===== config.mk =====
export PLATFORM = sky130hd
export DESIGN_NAME = sram_mem_ctrl
export DESIGN_NICKNAME = d
export VERILOG_FILES = /design/src/rtl/sram_mem_ctrl.sv
export SDC_FILE = /design/constraint.sdc
export NUM_CORES = 1
export LEC_CHECK = 0
export BUFFER_PORTS_ARGS = -buffer_cell sky130_fd_sc_hd__buf_2
export CORE_ASPECT_RATIO = 0.7
export CORE_MARGIN = 3
export CORE_UTILIZATION = 50
export CTS_CLUSTER_SIZE = 14
export DETAILED_ROUTE_END_ITERATION = 8
export GPL_TIMING_DRIVEN = 0
export PLACE_DENSITY = 0.77
export SLEW_MARGIN = 20
export SYNTH_ARGS = -nofsm -noshare
export SYNTH_HDL_FRONTEND = slang
export SYNTH_SLANG_ARGS = --single-unit

===== constraint.sdc =====
create_clock -name clk -period 4.7 [get_ports clk]
set_clock_uncertainty 0.2 [all_clocks]
set_input_delay 0.94 -clock clk [delete_from_list [all_inputs] [get_ports clk]]
set_output_delay 0.94 -clock clk [all_outputs]
set_load 0.05 [all_outputs]

===== src/rtl/sram_mem_ctrl.sv =====
// Multi-cycle load/store controller: one pipeline word as BEATS narrow async-SRAM accesses.
// Latency BEATS*(WAIT_CYCLES+1)+1 cycles (1 if out of range); ready low freezes the pipeline meanwhile.
module sram_mem_ctrl #(
    parameter int WORD_WIDTH      = 32,
    parameter int SRAM_WIDTH      = 16,
    parameter int SRAM_ADDR_WIDTH = 18,
    parameter int WAIT_CYCLES     = 1,
    parameter int BASE_ADDR       = 1024
) (
    input  logic                       clk,
    input  logic                       rst,
    input  logic                       wr_en,
    input  logic                       rd_en,
    input  logic [31:0]                address,
    input  logic [WORD_WIDTH-1:0]      write_data,
    output logic [WORD_WIDTH-1:0]      read_data,
    output logic                       ready,
    output logic                       addr_err,
    output logic [SRAM_ADDR_WIDTH-1:0] sram_addr,
    output logic [SRAM_WIDTH-1:0]      sram_dq_out,
    input  logic [SRAM_WIDTH-1:0]      sram_dq_in,
    output logic                       sram_dq_oe,
    output logic                       sram_we_n
);
    localparam int BEATS = WORD_WIDTH / SRAM_WIDTH;
    localparam int BW    = (BEATS > 1) ? $clog2(BEATS) : 1;
    localparam int WCW   = (WAIT_CYCLES > 0) ? $clog2(WAIT_CYCLES + 1) : 1;
    localparam logic [BW-1:0]  LAST_BEAT = BW'(BEATS - 1);
    localparam logic [WCW-1:0] LAST_WAIT = WCW'(WAIT_CYCLES);

    typedef enum logic [1:0] {IDLE, ACCESS, DONE} state_t;

    state_t                     state_q;
    logic                       op_wr_q;
    logic                       addr_err_q;
    logic [BW-1:0]              beat_q;
    logic [WCW-1:0]             wait_q;
    logic [WORD_WIDTH-1:0]      wsh_q;
    logic [WORD_WIDTH-1:0]      rbuf_q;
    logic [WORD_WIDTH-1:0]      read_data_q;
    logic [SRAM_ADDR_WIDTH-1:0] sram_addr_q;
    logic [SRAM_WIDTH-1:0]      sram_dq_out_q;
    logic                       sram_dq_oe_q;
    logic                       sram_we_n_q;

    logic [31:0]           offset_d;
    logic [63:0]           first_beat_d;
    logic [63:0]           last_beat_d;
    logic                  out_of_range_d;
    logic [WORD_WIDTH-1:0] rbuf_d;

    always_comb begin
        offset_d       = address - 32'(BASE_ADDR);
        first_beat_d   = 64'(offset_d >> 2) * 64'(BEATS);
        last_beat_d    = first_beat_d + 64'(BEATS - 1);
        out_of_range_d = (address < 32'(BASE_ADDR)) ||
                         (last_beat_d >= (64'd1 << SRAM_ADDR_WIDTH));
        // Beats shift in from the top so beat 0 ends up in the LSBs.
        rbuf_d         = WORD_WIDTH'({sram_dq_in, rbuf_q} >> SRAM_WIDTH);
    end

    always_ff @(posedge clk or posedge rst) begin
        if (rst) begin
            state_q       <= IDLE;
            op_wr_q       <= 1'b0;
            addr_err_q    <= 1'b0;
            beat_q        <= '0;
            wait_q        <= '0;
            wsh_q         <= '0;
            rbuf_q        <= '0;
            read_data_q   <= '0;
            sram_addr_q   <= '0;
            sram_dq_out_q <= '0;
            sram_dq_oe_q  <= 1'b0;
            sram_we_n_q   <= 1'b1;
        end else begin
            case (state_q)
                IDLE: begin
                    if (wr_en || rd_en) begin
                        op_wr_q <= wr_en;
                        beat_q  <= '0;
                        wait_q  <= '0;
                        if (out_of_range_d) begin
                            state_q    <= DONE;
                            addr_err_q <= 1'b1;
                            if (!wr_en) read_data_q <= '0;
                        end else begin
                            state_q       <= ACCESS;
                            sram_addr_q   <= SRAM_ADDR_WIDTH'(first_beat_d);
                            sram_dq_out_q <= write_data[SRAM_WIDTH-1:0];
                            wsh_q         <= write_data >> SRAM_WIDTH;
                            sram_dq_oe_q  <= wr_en;
                            sram_we_n_q   <= !wr_en;
                        end
                    end
                end
                ACCESS: begin
                    if (wait_q == LAST_WAIT) begin
                        wait_q <= '0;
                        if (!op_wr_q) rbuf_q <= rbuf_d;
                        if (beat_q == LAST_BEAT) begin
                            state_q      <= DONE;
                            sram_we_n_q  <= 1'b1;
                            sram_dq_oe_q <= 1'b0;
                            if (!op_wr_q) read_data_q <= rbuf_d;
                        end else begin
                            beat_q        <= beat_q + BW'(1);
                            sram_addr_q   <= sram_addr_q + SRAM_ADDR_WIDTH'(1);
                            sram_dq_out_q <= wsh_q[SRAM_WIDTH-1:0];
                            wsh_q         <= wsh_q >> SRAM_WIDTH;
                        end
                    end else begin
                        wait_q <= wait_q + WCW'(1);
                    end
                end
                DONE: begin
                    state_q    <= IDLE;
                    addr_err_q <= 1'b0;
                end
                default: state_q <= IDLE;
            endcase
        end
    end

    // Requests seen in DONE belong to the instruction leaving the stage.
    assign ready       = (state_q == DONE) || ((state_q == IDLE) && !(rd_en || wr_en));
    assign read_data   = read_data_q;
    assign addr_err    = addr_err_q;
    assign sram_addr   = sram_addr_q;
    assign sram_dq_out = sram_dq_out_q;
    assign sram_dq_oe  = sram_dq_oe_q;
    assign sram_we_n   = sram_we_n_q;
endmodule


==> qor.yml, run 1 <==
power:
  cellPowerDensity_mw_per_mm2: 388
  total_power_w: 0.00270
  p_leak_nw: 3.37
  vdd_ir_drop_max_v: 0.000306
timing:
  drv_slew: 0
  min_period_over_period: 0.775
  finalHoldViolations: 0
  rsz0062_at_grt: "false"
  slew_headroom: 0.273
  fin_crit_ns: 3.64
  fin_setup_tns_ns: 0
  setup_viol: 0
  whs_ns: 0.314
  worstMarginPinSlew_ns: 1.08
  max_freq_mhz: 275
worst_setup_path:
  critPathLaunchType: "input pin"
  endpoint: "sram_addr[15]"
  worst_path_most_repeated_cell: "buf_2"
  cp_max_fo: 10
  crit_type: "input pin to register"
  r2r-end: "read_data[5]"
  cp-end-kind: "register"
  worstPathRequired_ns: 4.70
  crit_buf_inv: 4
  r2r-start: "state_q[0]"
  slowest_stage: "or4b_1"
  rr_worst_depth: 8
  rrSetupSlack_ns: 1.35
  crit_path_max_incr_delay_ns: 0.46
  cp_top_family: "simple AND/OR/NAND/NOR gates"
  cp_cell_sequence: "buf_2, inv_1, ha_1, or4b_1, clkbuf_1, nor4_2, o2111a_1, nand4_2, nand2_2, buf_2, a221oi_1"
  cp.depth: 11
  crit_arrival_ns: 3.64
  critPathLaunch: "address[10]"
global_routing:
  grt_usage: 0.269
  antenna_found_initial: 2
  grt_max_degree: 55
  grt_pass1_vias: 5381
  overflow: 0
  grt_pass1_wl_um: 27400
outcome:
  status: "finished, final reports clean"
routing:
  wire_per_inst_um: 18.2
  wl_um: 17100
  drcViolationCount: 0
  first_pass_iters: 7
  ant_nets: 0
  vias_per_cell: 6.01
  drtIter0Drc: 661
  num_vias: 5620
synth:
  synth_nets: 705
  yosysTopAreaCellShare: 0.467
  syn_area_mm2: 0.00563
  syn_inst: 619
  ys_warn_count: 0
  ys_ff_latch: 106
  synthFlopType: "dfrtp_1"
  seq_area_frac_synth: 0.471
  synthTopCellsByArea: "dfrtp_1 47%, nand2_1 5.6%, nand3_1 4.3%, a22oi_1 4.3%, nand4_1 4.0%"
  avgSynthCellArea_um2: 9.09
  synth.distinct_cells: 60
  async_flop_share: 1.00
  synth-edff-count: 0
  synth_top_cell_by_area: "dfrtp_1"
floorplan:
  start_util: 0.528
  num_rows: 31
  io_pins: 154
  chipWidth_um: 133
  die_h_um: 94.8
  core_mm2: 0.0107
  floorplan.die_area_mm2: 0.0126
clock_network:
  clk_latency_ns: 0.34
  numCtsBuffers: 9
  holdBufCountCts: 0
  cts_tree: "yes"
  root_buffer: "clkbuf_16"
  cts_sinks: 106
  htree_levels: 3
  cts_resized: 0
  cts_setup_buffers: 0
  cts_buffer_depth: 2
  path_clk_slew_ns: 0.07
hold_path:
  hold_depth: 1
  worstHoldPathType: "register to register"
layout:
  final_cell_mix: "156 x buf_2, 105 x dfrtp_1, 84 x nand2_1, 48 x nand3_1, 39 x nor2_1"
  final_nets: 868
  num_antenna_cells: 0
  drive_gt1_frac: 0.263
  final_common_cell: "buf_2"
  area_growth_pct: 23.6
  fin_util: 0.652
  stdcell_count: 935
run:
  drv_cap: 0
place:
  numPortBuffers: 151
  dpl.cell_count: 919
  gp_congestion: 0.910
  dp_hpwl_um: 12600
[per-layer routing]
layer / track usage / part of all wire / up-vias
met2: 0.418 / 0.45 / 279
met1: 0.387 / 0.45 / 2699
li1: - / - / 2618
met5: 0 / 0.0012 / -
met3: 0.0596 / 0.088 / 20
met4: 0.0649 / 0.012 / 4
[synth_stat cells, types with 3 or more instances]
library cell,n
nand2b_1,3
a221oi_1,10
nor2_1,39
buf_4,3
a21oi_1,33
nor3_1,29
or4_1,3
nand4_1,36
mux2i_1,18
xor2_1,6
nor4_1,7
inv_1,17
dfrtp_1,105
nand2_1,84
nor4b_1,3
nand3_1,48
a211oi_1,4
o211ai_1,3
or3_1,4
buf_2,5
o21ai_0,28
mux2_2,18
o22ai_1,4
a22oi_1,32
clkbuf_1,34
o31a_1,3
[registers in the layout, indices dropped and copies added (netlist names)]
signal	flops
read_data	32
sram_addr	18
rbuf_q	16
sram_dq_out	16
wsh_q	16
state_q	2
addr_err	1
beat_q	1
op_wr_q	1
sram_dq_oe	1
sram_we_n	1
wait_q	1
[cell type report]
| cell class | instances | area, µm² |
|---|---|---|
| multi-input combinational | 453 | 2730 |
| timing repair buffer | 152 | 783 |
| fill | 940 | 3710 |
| sequential | 106 | 2650 |
| inverter | 17 | 68.8 |
| clock buffer | 11 | 243 |
| buffer | 43 | 179 |
| clock inverter | 5 | 110 |
| tap | 148 | 185 |
[logic make-up (layout without fill, tap and decap cells)]
| family | Yosys count | in the layout | synth area share |
|---|---|---|---|
| and+or+nand+nor | 274 | 274 | 0.244 |
| AOI/OAI and AO/OA | 134 | 134 | 0.158 |
| DFF | 106 | 106 | 0.471 |
| buffers and inverters | 60 | 228 | 0.0431 |
| muxes | 36 | 36 | 0.0680 |
| xor gates and xnor gates | 7 | 7 | 0.0109 |
| adders and majority gates | 2 | 2 | 0.00444 |
[stage by stage]
step	instance area [µm²]	setup WS [ns]
6_report	6960	1.06
5_1_grt	6960	0.878
4_1_cts	6960	1.09
3_5_place_dp	6600	0.748
3_3_place_gp	6570	-0.468
2_1_floorplan	5630	0.773
[worst min-delay path by stage]
stage	start	end	slack, ns
after floorplan	rbuf_q[22]	rbuf_q[22]	0.27
after global placement	rbuf_q[22]	rbuf_q[22]	0.29
after detailed placement	rbuf_q[29]	rbuf_q[29]	0.30
after CTS	rbuf_q[26]	rbuf_q[26]	0.32
after global routing	rbuf_q[20]	rbuf_q[20]	0.34
final	rbuf_q[26]	rbuf_q[26]	0.31
[where the power goes]
group	switching, W	internal, W	total, W
combinational	0.000514	0.000184	0.000698
sequential	0.0000999	0.00101	0.00111
clock	0.000347	0.000541	0.000888
No activity file was read; power rests on OpenSTA's default activity.
==> run 2: changes to the inputs <==
--- a/config.mk
+++ b/config.mk
@@ -8,7 +8,7 @@
 export BUFFER_PORTS_ARGS = -buffer_cell sky130_fd_sc_hd__buf_2
 export CORE_ASPECT_RATIO = 0.7
 export CORE_MARGIN = 3
-export CORE_UTILIZATION = 50
+export CORE_UTILIZATION = 48
 export CTS_CLUSTER_SIZE = 14
 export DETAILED_ROUTE_END_ITERATION = 8
 export GPL_TIMING_DRIVEN = 0
==> constraint.sdc (replaced) <==
create_clock -name clk -period 3.05 [get_ports clk]
set_clock_uncertainty 0.2 [all_clocks]
set_input_delay 0.61 -clock clk [delete_from_list [all_inputs] [get_ports clk]]
set_output_delay 0.61 -clock clk [all_outputs]
set_load 0.05 [all_outputs]
==> run 2 against run 1 <==
  * Worst hold slack got worse by 0.24 ns
  * Flip-flop and latch count did not move
  * Largest power group unchanged
  * Largest cell class unchanged
  * Die area rose by 3.9%
  * Power rose by 52%
  * Sequential power rose by 54%
  * Clock-buffer cell count did not move
==> qor.yml, run 2 (synthesized netlist as in run 1, its figures left out) <==
routing:
  drtIter0Drc: 547
  vias_per_cell: 6.03
  num_vias: 5684
  wire_per_inst_um: 18.4
  ant_nets: 0
  wl_um: 17300
  drcViolationCount: 0
  first_pass_iters: 6
floorplan:
  io_pins: 154
  chipWidth_um: 135
  die_h_um: 96.6
  num_rows: 32
  core_mm2: 0.0112
  start_util: 0.502
  floorplan.die_area_mm2: 0.0131
worst_setup_path:
  crit_arrival_ns: 2.96
  cp_max_fo: 9
  crit_buf_inv: 3
  slowest_stage: "or4_1"
  cp.depth: 9
  crit_path_max_incr_delay_ns: 0.48
  r2r-start: "state_q[0]"
  cp_cell_sequence: "buf_2, or4_1, buf_2, o31a_1, o32ai_2, nor3b_4, buf_12, a21oi_2, a221o_1"
  worst_path_most_repeated_cell: "buf_2"
  rr_worst_depth: 8
  cp_top_family: "compound AO/OA/AOI/OAI gates"
  crit_type: "input pin to register"
  cp-end-kind: "register"
  critPathLaunchType: "input pin"
  worstPathRequired_ns: 3.08
  critPathLaunch: "address[17]"
timing:
  slew_headroom: 0.272
  setup_viol: 0
  fin_crit_ns: 2.92
  max_freq_mhz: 342
  rsz0062_at_grt: "false"
  drv_slew: 0
  finalHoldViolations: 0
  min_period_over_period: 0.959
  worstMarginPinSlew_ns: 1.08
layout:
  fillers: 958
  final_common_cell: "buf_2"
  fin_area_mm2: 0.00708
  fin_util: 0.631
  final_nets: 871
  largest_reg_flops: 32
  final_cell_mix: "156 x buf_2, 105 x dfrtp_1, 84 x nand2_1, 48 x nand3_1, 38 x nor2_1"
  drive_gt1_frac: 0.286
  area_growth_pct: 25.7
  num_antenna_cells: 0
run:
  drv_cap: 0
clock_network:
  clk_latency_ns: 0.35
  cts_buffer_depth: 2
  path_clk_slew_ns: 0.07
  cts_tree: "yes"
  cts_sinks: 106
  numCtsBuffers: 9
  root_buffer: "clkbuf_16"
  holdBufCountCts: 0
  htree_levels: 3
global_routing:
  overflow: 0
  grt_pass1_vias: 5222
  antenna_found_initial: 1
  grt_usage: 0.260
  grt_pass1_wl_um: 27600
  grt_max_degree: 35
power:
  cellPowerDensity_mw_per_mm2: 580
  p_leak_nw: 3.42
  vdd_ir_drop_max_v: 0.000369
hold_path:
  worstHoldPathType: "input pin to async pin"
place:
  numPortBuffers: 151
  dpl_cell_area_mm2: 0.00664
  gp_congestion: 0.839
  dp_hpwl_um: 12800
outcome:
  status: "finished, final reports clean"
-- run 2: final cells by class --
cell class,count,area [µm²],area share
buffer,42,186,0.0263
clock buffer,11,253,0.0357
clock inverter,5,82.6,0.0117
inverter,17,67.6,0.00955
multi-input combinational,453,2800,0.395
sequential,106,2650,0.375
tap,153,191,0.0271
timing repair buffer,156,843,0.119
-- run 2: path summary, 6_finish.rpt --
path | to | slack [ns]
max | sram_addr[10] | 0.13
min | read_data[16] | 0.08
max reg2reg | read_data[9] | 0.19
min reg2reg | rbuf_q[16] | 0.31
max in group asynchronous | wsh_q[13] | 1.61
min in group clk | wsh_q[5] | 0.27
-- run 2: timing repair --
item / in CTS / in global routing
setup endpoints to repair: 81 / 65
pin swaps: 1 / 3
buffers inserted: 1 / 1
gates resized for setup: 7 / 19
-- run 2: power by group --
group          total (W)  switching (W)  internal, W
combinational    0.00108       0.000795     0.000290
clock            0.00130       0.000532     0.000770
sequential       0.00171       0.000155      0.00156
total            0.00410        0.00148      0.00262
-- run 2: stage by stage --
| stage | setup TNS, ns | cells | power [W] | setup WS, ns | hold WS [ns] |
|---|---|---|---|---|---|
| after CTS | 0 | 942 | 0.00411 | 0.0751 | 0.0826 |
| after detailed placement | -39.42 | 926 | 0.00282 | -0.576 | 0.303 |
| after floorplan | 0 | 619 | 0.00248 | 0.0363 | 0.272 |
| final | 0 | 943 | 0.00410 | 0.126 | 0.0751 |
| after global routing | 0 | 943 | 0.00427 | 0.00907 | 0.102 |
| after global placement | -38.32 | 923 | 0.00278 | -0.562 | 0.292 |
-- run 2: per-layer routing --
metal,global-route usage,up-vias,routed length (µm)
met3,0.0603,27,1560
li1,-,2629,-
met2,0.380,279,7690
met4,0.0612,2,267
met5,0,-,7
met1,0.394,2747,7800
==> run 3: changes to the inputs <==
--- a/config.mk
+++ b/config.mk
@@ -13,6 +13,7 @@
 export DETAILED_ROUTE_END_ITERATION = 8
 export GPL_TIMING_DRIVEN = 0
 export PLACE_DENSITY = 0.77
+export REMOVE_ABC_BUFFERS = 1
 export SLEW_MARGIN = 20
 export SYNTH_ARGS = -nofsm -noshare
 export SYNTH_HDL_FRONTEND = slang
==> run 3 against run 2 <==
  * Register-to-register slack hardly changed
  * Combinational power hardly changed
  * Maximum frequency is 2.3% lower
  * Sequential share of layout area is 0.32 points lower
  * Critical path type unchanged
==> qor.yml, run 3 (synthesized netlist as in run 1, its figures left out) <==
outcome:
  status: "finished, final reports clean"
routing:
  wl_um: 17300
  drtIter0Drc: 627
  met1_length_um: 7750
  first_pass_iters: 7
  num_vias: 5640
  ant_nets: 0
  wire_per_inst_um: 18.9
  met3_length_um: 1170
  vias_per_cell: 6.17
  route.met2.wl_um: 7970
  drcViolationCount: 0
  dr.max_layer_used: "met4"
worst_setup_path:
  cp_max_fo: 30
  crit_type: "input pin to register"
  r2r-end: "read_data[10]"
  rrSetupSlack_ns: 0.19
  rr_worst_depth: 8
  worstPathRequired_ns: 3.11
  crit_arrival_ns: 3.05
  cp-end-kind: "register"
  critPathLaunchType: "input pin"
  r2r-start: "state_q[0]"
clock_network:
  cts_buffer_depth: 2
  htree_levels: 3
  holdBufCountCts: 0
  numCtsBuffers: 9
  clk_latency_ns: 0.34
  path_clk_slew_ns: 0.07
  cts_tree: "yes"
  cts_sinks: 106
  root_buffer: "clkbuf_16"
floorplan:
  num_rows: 32
  die_h_um: 96.6
  core_mm2: 0.0112
  io_pins: 154
  chipWidth_um: 135
  start_util: 0.502
  floorplan.die_area_mm2: 0.0131
hold_path:
  worstHoldPathType: "input pin to async pin"
timing:
  slew_headroom: 0.273
  fin_setup_tns_ns: 0
  finalHoldViolations: 0
  worstMarginPinSlew_ns: 1.08
  timing.final.ws_setup_ns: 0.0568
  drv_slew: 0
  min_period_over_period: 0.981
  max_freq_mhz: 334
  fin_crit_ns: 2.99
  setup_viol: 0
layout:
  final_cell_mix: "151 x buf_2, 105 x dfrtp_1, 84 x nand2_1, 47 x nand3_1, 36 x nand4_1"
  area_growth_pct: 26.8
  final_common_cell: "buf_2"
  largest_reg_flops: 32
  drive_gt1_frac: 0.304
  stdcell_count: 914
  num_antenna_cells: 0
  final_nets: 842
  fillers: 941
place:
  dp_slack_ns: -0.776
  dp_hpwl_um: 11400
  numPortBuffers: 151
  gp_congestion: 0.829
  dpl.cell_count: 891
run:
  drv_cap: 0
global_routing:
  antenna_found_initial: 1
  grt_pass1_vias: 5477
  overflow: 0
  grt_max_degree: 72
  grt_usage: 0.251
  grt_pass1_wl_um: 27400
power:
  cellPowerDensity_mw_per_mm2: 566
  p_leak_nw: 3.43
  vdd_ir_drop_max_v: 0.000451
## run 3: cell types whose count changed in the layout (fill, tap and decap cells not counted), moves of 2 or more
cell	previous run	this run
nor2_4	0	4
clkbuf_2	6	0
buf_2	156	151
nor2_1	38	34
buf_8	0	2
buf_12	4	1
clkbuf_1	27	1
buf_4	3	6
buf_16	0	5
## run 3: power breakdown
part / total (W) / internal, W / switching [W]
Sequential: 0.00172 / 0.00156 / 0.000158
Clock: 0.00122 / 0.000691 / 0.000533
Combinational: 0.00110 / 0.000295 / 0.000801
## run 3: timing repair
item / CTS / global route
pin swaps: 1 / 4
setup buffers: 2 / 3
endpoints found under the setup margin: 49 / 24
gates resized for setup: 11 / 5
gates cloned: 0 / 2
hold endpoints to repair: 0 / 0
## run 3: per-layer routing
metal | global-route usage | vias up
met5 | 0 | -
met4 | 0.0875 | 0
met3 | 0.0463 | 31
met2 | 0.396 | 248
met1 | 0.350 | 2790
li1 | - | 2571
## run 3: per-stage QoR
stage	cell area, µm²	power (W)	utilization	hold slack, ns
3_3_place_gp	6400	0.00275	0.571	0.285
2_1_floorplan	5450	0.00247	-	0.272
3_5_place_dp	6670	0.00282	0.595	0.295
6_report	7140	0.00404	0.637	0.0511
4_1_cts	7060	0.00404	0.630	0.0573
5_1_grt	7140	0.00419	0.637	0.0746
## run 3: worst max path at each step
stage                          to   startpoint  depth (start not counted)
floorplan            read_data[0]   state_q[0]                          6
global placement    read_data[15]   state_q[0]                          6
detailed placement   sram_addr[4]  address[10]                         10
CTS                  sram_addr[4]  address[10]                         10
global route         sram_addr[4]  address[10]                         10
finish               sram_addr[4]  address[10]                         10
## run 3: cell type report
| cell class | count | area (µm²) | share of cell area |
|---|---|---|---|
| repair buffers | 167 | 1010 | 0.142 |
| well taps | 153 | 191 | 0.0268 |
| flip-flops and latches | 106 | 2650 | 0.372 |
| multi-input cells | 455 | 2900 | 0.406 |
| clock inverters | 4 | 56.3 | 0.00789 |
| inverters | 17 | 68.8 | 0.00964 |
| clock buffers | 12 | 256 | 0.0359 |
## run 3: worst max-delay path: stages
cell and delay [ns]:
buf_2 0.12, inv_1 0.08, ha_2 0.25, or4b_4 0.54
nor4_4 0.24, o2111a_2 0.34, and4_4 0.29, buf_16 0.17
mux2_2 0.34, o21ai_0 0.07
